--- config.mk ---
export PLATFORM = sky130hd
export DESIGN_NAME = colour_sequencer
export DESIGN_NICKNAME = d
export VERILOG_FILES = /design/src/rtl/colour_sequencer.sv
export SDC_FILE = /design/constraint.sdc
export NUM_CORES = 1
export LEC_CHECK = 0
export BUFFER_PORTS_ARGS = -buffer_cell sky130_fd_sc_hd__buf_4
export CORE_MARGIN = 2
export CORE_UTILIZATION = 55
export CTS_CLUSTER_DIAMETER = 30
export DETAILED_ROUTE_END_ITERATION = 7
export HOLD_SLACK_MARGIN = 0.08
export MAX_ROUTING_LAYER = met4
export PLACE_DENSITY = 0.76
export SLEW_MARGIN = 20
export SYNTH_ARGS = -nofsm -noshare
export SYNTH_HDL_FRONTEND = slang
export SYNTH_SLANG_ARGS = --single-unit
--- constraint.sdc ---
create_clock -name clk -period 1.84 [get_ports clk]
set_clock_uncertainty 0.1 [all_clocks]
set_input_delay 0.368 -clock clk [delete_from_list [all_inputs] [get_ports clk]]
set_output_delay 0.368 -clock clk [all_outputs]
set_load 0.05 [all_outputs]
--- src/rtl/colour_sequencer.sv ---
// Colour-select controller: arbitrates host writes, debounced button advances and
// auto-cycle advances (host > button > auto) into one-cycle strobes for the colour register.
module colour_sequencer #(
  parameter int unsigned DEBOUNCE_CYCLES = 4,
  parameter int unsigned AUTO_PERIOD     = 16,
  parameter int unsigned CNT_W           = 8
) (
  input  logic       clk,
  input  logic       rst,
  input  logic       btn_next,
  input  logic       auto_en,
  input  logic       host_valid,
  input  logic [1:0] host_colour,
  output logic       host_ready,
  output logic       sel_red,
  output logic       sel_green,
  output logic       sel_blue,
  output logic       sel_yellow,
  output logic [1:0] colour_idx,
  output logic       applied
);

  localparam int unsigned IDX_W = 2;
  localparam int unsigned SEL_W = 4;
  localparam logic [CNT_W-1:0] DB_LAST   = CNT_W'(DEBOUNCE_CYCLES - 1);
  localparam logic [CNT_W-1:0] AUTO_LAST = CNT_W'(AUTO_PERIOD - 1);

  typedef enum logic {
    S_IDLE  = 1'b0,
    S_APPLY = 1'b1
  } state_t;

  state_t             r_state;
  state_t             w_state_next;
  logic               r_btn_meta;
  logic               r_btn_s;
  logic               r_btn_stable;
  logic               r_btn_pend;
  logic [CNT_W-1:0]   r_db_cnt;
  logic [CNT_W-1:0]   r_auto_cnt;
  logic [IDX_W-1:0]   r_next_idx;
  logic [IDX_W-1:0]   r_colour_idx;
  logic [SEL_W-1:0]   r_sel;
  logic               r_applied;

  logic               w_btn_diff;
  logic               w_db_done;
  logic               w_btn_rise;
  logic               w_auto_evt;
  logic               w_grant;
  logic               w_btn_take;
  logic [IDX_W-1:0]   w_grant_idx;
  logic [SEL_W-1:0]   w_sel_next;

  // Two-flop synchronizer for the raw push-button
  always_ff @(posedge clk or posedge rst) begin
    if (rst) begin
      r_btn_meta <= 1'b0;
      r_btn_s    <= 1'b0;
    end else begin
      r_btn_meta <= btn_next;
      r_btn_s    <= r_btn_meta;
    end
  end

  assign w_btn_diff = r_btn_s ^ r_btn_stable;
  assign w_db_done  = w_btn_diff && (r_db_cnt == DB_LAST);
  assign w_btn_rise = w_db_done && r_btn_s;

  // Debounce: a level must differ from the accepted one for DEBOUNCE_CYCLES cycles
  always_ff @(posedge clk or posedge rst) begin
    if (rst) begin
      r_db_cnt     <= '0;
      r_btn_stable <= 1'b0;
    end else if (!w_btn_diff) begin
      r_db_cnt <= '0;
    end else if (w_db_done) begin
      r_db_cnt     <= '0;
      r_btn_stable <= r_btn_s;
    end else begin
      r_db_cnt <= r_db_cnt + CNT_W'(1);
    end
  end

  // Single-entry pending flag; a new edge on the grant cycle stays pending
  always_ff @(posedge clk or posedge rst) begin
    if (rst) begin
      r_btn_pend <= 1'b0;
    end else if (w_btn_rise) begin
      r_btn_pend <= 1'b1;
    end else if (w_btn_take) begin
      r_btn_pend <= 1'b0;
    end
  end

  assign w_auto_evt = (r_state == S_IDLE) && auto_en && (r_auto_cnt == AUTO_LAST);

  // Auto timer counts IDLE cycles only; any APPLY restarts the period
  always_ff @(posedge clk or posedge rst) begin
    if (rst) begin
      r_auto_cnt <= '0;
    end else if ((r_state == S_APPLY) || !auto_en || w_auto_evt) begin
      r_auto_cnt <= '0;
    end else begin
      r_auto_cnt <= r_auto_cnt + CNT_W'(1);
    end
  end

  always_ff @(posedge clk or posedge rst) begin
    if (rst) begin
      r_state <= S_IDLE;
    end else begin
      r_state <= w_state_next;
    end
  end

  // Grant arbitration and next-state
  always_comb begin
    w_state_next = r_state;
    w_grant      = 1'b0;
    w_btn_take   = 1'b0;
    w_grant_idx  = r_colour_idx;
    w_sel_next   = '0;
    case (r_state)
      S_IDLE: begin
        if (host_valid) begin
          w_grant     = 1'b1;
          w_grant_idx = host_colour;
        end else if (r_btn_pend) begin
          w_grant     = 1'b1;
          w_btn_take  = 1'b1;
          w_grant_idx = r_colour_idx + IDX_W'(1);
        end else if (w_auto_evt) begin
          w_grant     = 1'b1;
          w_grant_idx = r_colour_idx + IDX_W'(1);
        end
        if (w_grant) begin
          w_state_next = S_APPLY;
          w_sel_next   = SEL_W'(1) << w_grant_idx;
        end
      end
      S_APPLY: w_state_next = S_IDLE;
      default: w_state_next = S_IDLE;
    endcase
  end

  // Strobes are registered on the grant edge so they are live for exactly the APPLY cycle
  always_ff @(posedge clk or posedge rst) begin
    if (rst) begin
      r_sel        <= '0;
      r_applied    <= 1'b0;
      r_next_idx   <= '0;
      r_colour_idx <= '0;
    end else begin
      r_sel     <= w_sel_next;
      r_applied <= w_grant;
      if (w_grant) begin
        r_next_idx <= w_grant_idx;
      end
      if (r_state == S_APPLY) begin
        r_colour_idx <= r_next_idx;
      end
    end
  end

  assign host_ready = (r_state == S_IDLE);
  assign sel_red    = r_sel[0];
  assign sel_green  = r_sel[1];
  assign sel_blue   = r_sel[2];
  assign sel_yellow = r_sel[3];
  assign colour_idx = r_colour_idx;
  assign applied    = r_applied;

endmodule
==> flow_summary.json <==
{
  "grt-ovfl-total": 0,
  "ys_ff_latch": 29,
  "seq_power_share_pct": 46.8,
  "worstSetupPathDepth": 5,
  "postPlaceCellArea_um2": 1460,
  "synth_area_leaders": "dfrtp_1 (55%), xor2_1 (5.9%), nor2_1 (5.1%)",
  "cts_tree": "done",
  "avgSynthCellArea_um2": 10.6,
  "critPathMaxStageDelay_ns": 0.41,
  "grt_pass1_wl_um": 4220,
  "synth_area_um2": 1330,
  "crit_family": "compound AO/OA/AOI/OAI gates",
  "synth_top_area_cell": "dfrtp_1",
  "reg2reg_depth": 5,
  "cts.sinks": 29,
  "antenna_found_initial": 0,
  "rows": 17,
  "clkPwrFrac_pct": 23.1,
  "yosysSeqAreaShare_pct": 54.8,
  "syn-num-nets": 134,
  "critical_path_required_ns": 1.95,
  "layout_commonest_cell": "dfrtp_1",
  "hold_viol": 0,
  "first_pass_iters": 4,
  "grt_max_degree": 30,
  "drv_cap": 0,
  "mostFrequentLayoutCells": "dfrtp_1 (28), nor2_1 (18), buf_4 (16)",
  "status": "finished clean",
  "path_max_fanout": 5,
  "totalWireLength_um": 2340,
  "cts_made_buffers": 5,
  "track_usage_pct": 22.3,
  "syn2layout_area_growth_pct": 17.0,
  "n_antenna_cell": 0,
  "crit_chain": "ha_1 -> and3_2 -> a32oi_1 -> nor3_1 -> a211o_1",
  "intPower_mw": 1.17,
  "crit_slowest_cell": "dfrtp_1",
  "setup_violations": 0,
  "arrival_ns": 1.82,
  "cts_buffer_depth": 2,
  "die_w_um": 53.1,
  "crit_path_start_kind": "register",
  "die-area_um2": 2820,
  "combPwrFrac_pct": 30.1,
  "p_switching_mw": 0.687,
  "numPortBuffers": 14,
  "dpl.hpwl_um": 1650,
  "fin_nets": 155,
  "detailroute.via_count": 953,
  "via_per_inst": 5.45,
  "slew_viol_final": 0,
  "drive_gt1_share_pct": 21.8,
  "start_util_pct": 58.8,
  "crit_buf_inv": 0,
  "tightest_slew_ns": 0.346,
  "clock_latency_ns": 0.32,
  "holdPathStages": 2,
  "fin_crit_ns": 1.71,
  "grt_pass1_vias": 963,
  "cts-root-buf": "clkbuf_4",
  "setup.worst_path.class": "register to register",
  "p_per_area_nw_per_um2": 1200,
  "tns_ns": 0,
  "drt_iter0_drc": 20,
  "rsz0062_at_grt": "no",
  "finalCritPeriodShare_pct": 92.8,
  "drc": 0,
  "die_y_um": 53.1,
  "ys_warn_count": 0,
  "whs_ns": 0.219,
  "h-tree-depth": 2,
  "ant_nets": 0,
  "postLayoutCellArea_um2": 1550,
  "cts_hold_buf": 2,
  "gp_congestion": 0.910,
  "ios": 15,
  "min_path_type": "primary input to register",
  "p_sw_share_pct": 37.0,
  "irDropWorstVdd_mv": 1.08,
  "yosys.area.top_type_share_pct": 54.8,
  "cts_resized": 0,
  "wl_per_cell_um": 13.4,
  "post_cts_buffers": 0,
  "slew_headroom_pct": 76.8,
  "max_freq_mhz": 586,
  "path_clk_slew_ns": 0.09,
  "power.leakage_nw": 0.748,
  "synth_cell_types": 33,
  "setup.worst_path.end_class": "register",
  "synthCells": 125,
  "core_area_um2": 2250
}
==> metrics by stage <==
stage	worst slack, ns	utilization, %	cells	power, mW
2_1_floorplan	0.0948	-	125	1.27
3_3_place_gp	0.238	64.8	165	1.42
3_5_place_dp	0.167	64.8	165	1.43
4_1_cts	0.127	68.8	175	1.87
5_1_grt	0.0211	68.8	175	1.98
6_report	0.132	68.8	175	1.86
==> state kept, by name, summed over array words and instances, names as in the netlist <==
signal / flops
applied: 1
r_btn_meta: 1
r_btn_s: 1
r_next_idx: 2
r_btn_stable: 1
colour_idx: 2
r_db_cnt: 8
r_sel: 4
r_btn_pend: 1
r_auto_cnt: 8
==> logic make-up (layout without fill, tap and decap cells) <==
kind of cell             count (synthesis)  in the layout  share of synthesized area (%)
AND/OR/NAND/NOR                         54             54                           21.1
flip-flops                              29             29                           54.8
AO/OA/AOI/OAI                           14             14                           8.03
XOR/XNOR                                14             14                           9.25
buffers and inverters                   10             32                           3.30
adder cells (fa/ha/maj)                  2              2                           1.89
multiplexers                             2              2                           1.70
==> final timing paths <==
check / start / endpoint / slack (ns)
worst max-delay path: r_auto_cnt[0] / r_next_idx[0] / 0.13
worst min-delay path: host_colour[1] / r_sel[3] / 0.22
worst max register to register: r_auto_cnt[0] / r_next_idx[0] / 0.13
worst min register to register: r_btn_meta / r_btn_s / 0.27
max in group asynchronous: rst / applied / 0.79
min in group asynchronous: rst / r_auto_cnt[6] / 0.57
==> power by group through the flow <==
stage          Clock, mW  Combinational (mW)  Sequential (mW)
6_report           0.430               0.559            0.869
5_1_grt            0.473               0.618            0.888
4_1_cts            0.446               0.562            0.866
3_5_place_dp           0               0.554            0.878
3_3_place_gp           0               0.547            0.875
2_1_floorplan          0               0.288            0.981
==> synthesized netlist by cell type <==
library cell,count
a22o_1,2
and3_4,1
nand3_1,7
and3_2,1
a211o_1,1
dfrtp_1,29
a31oi_1,1
nand2b_1,1
nor4b_1,1
or3_1,2
mux2_2,2
nor3_1,4
o2111ai_1,1
o31ai_1,1
clkbuf_4,1
inv_1,6
nor4_1,1
nor2_2,1
o311a_2,1
nand2_1,10
ha_1,2
o32ai_1,1
xnor2_1,5
xor2_1,9
clkbuf_1,1
o21ai_0,4
and3_1,5
nor2_1,18
nor4_4,1
buf_2,2
o221ai_1,1
a32oi_1,1
and2b_1,1
==> routing by layer <==
metal	track usage [%]	up-vias	wire length [µm]
met2	32.1	21	1160
met1	27.6	462	1070
met4	9.83	0	0
met3	9.32	0	110
li1	-	470	-
met5	-	-	0
==> final cells by class <==
type	count	area [µm²]
fill	169	704
sequential	29	727
inverter	6	22.5
tap	28	35.0
timing repair buffer	18	140
clock buffer	7	65.1
clock inverter	1	5.00
multi-input combinational	86	556
(Power assumes the default switching activity.)
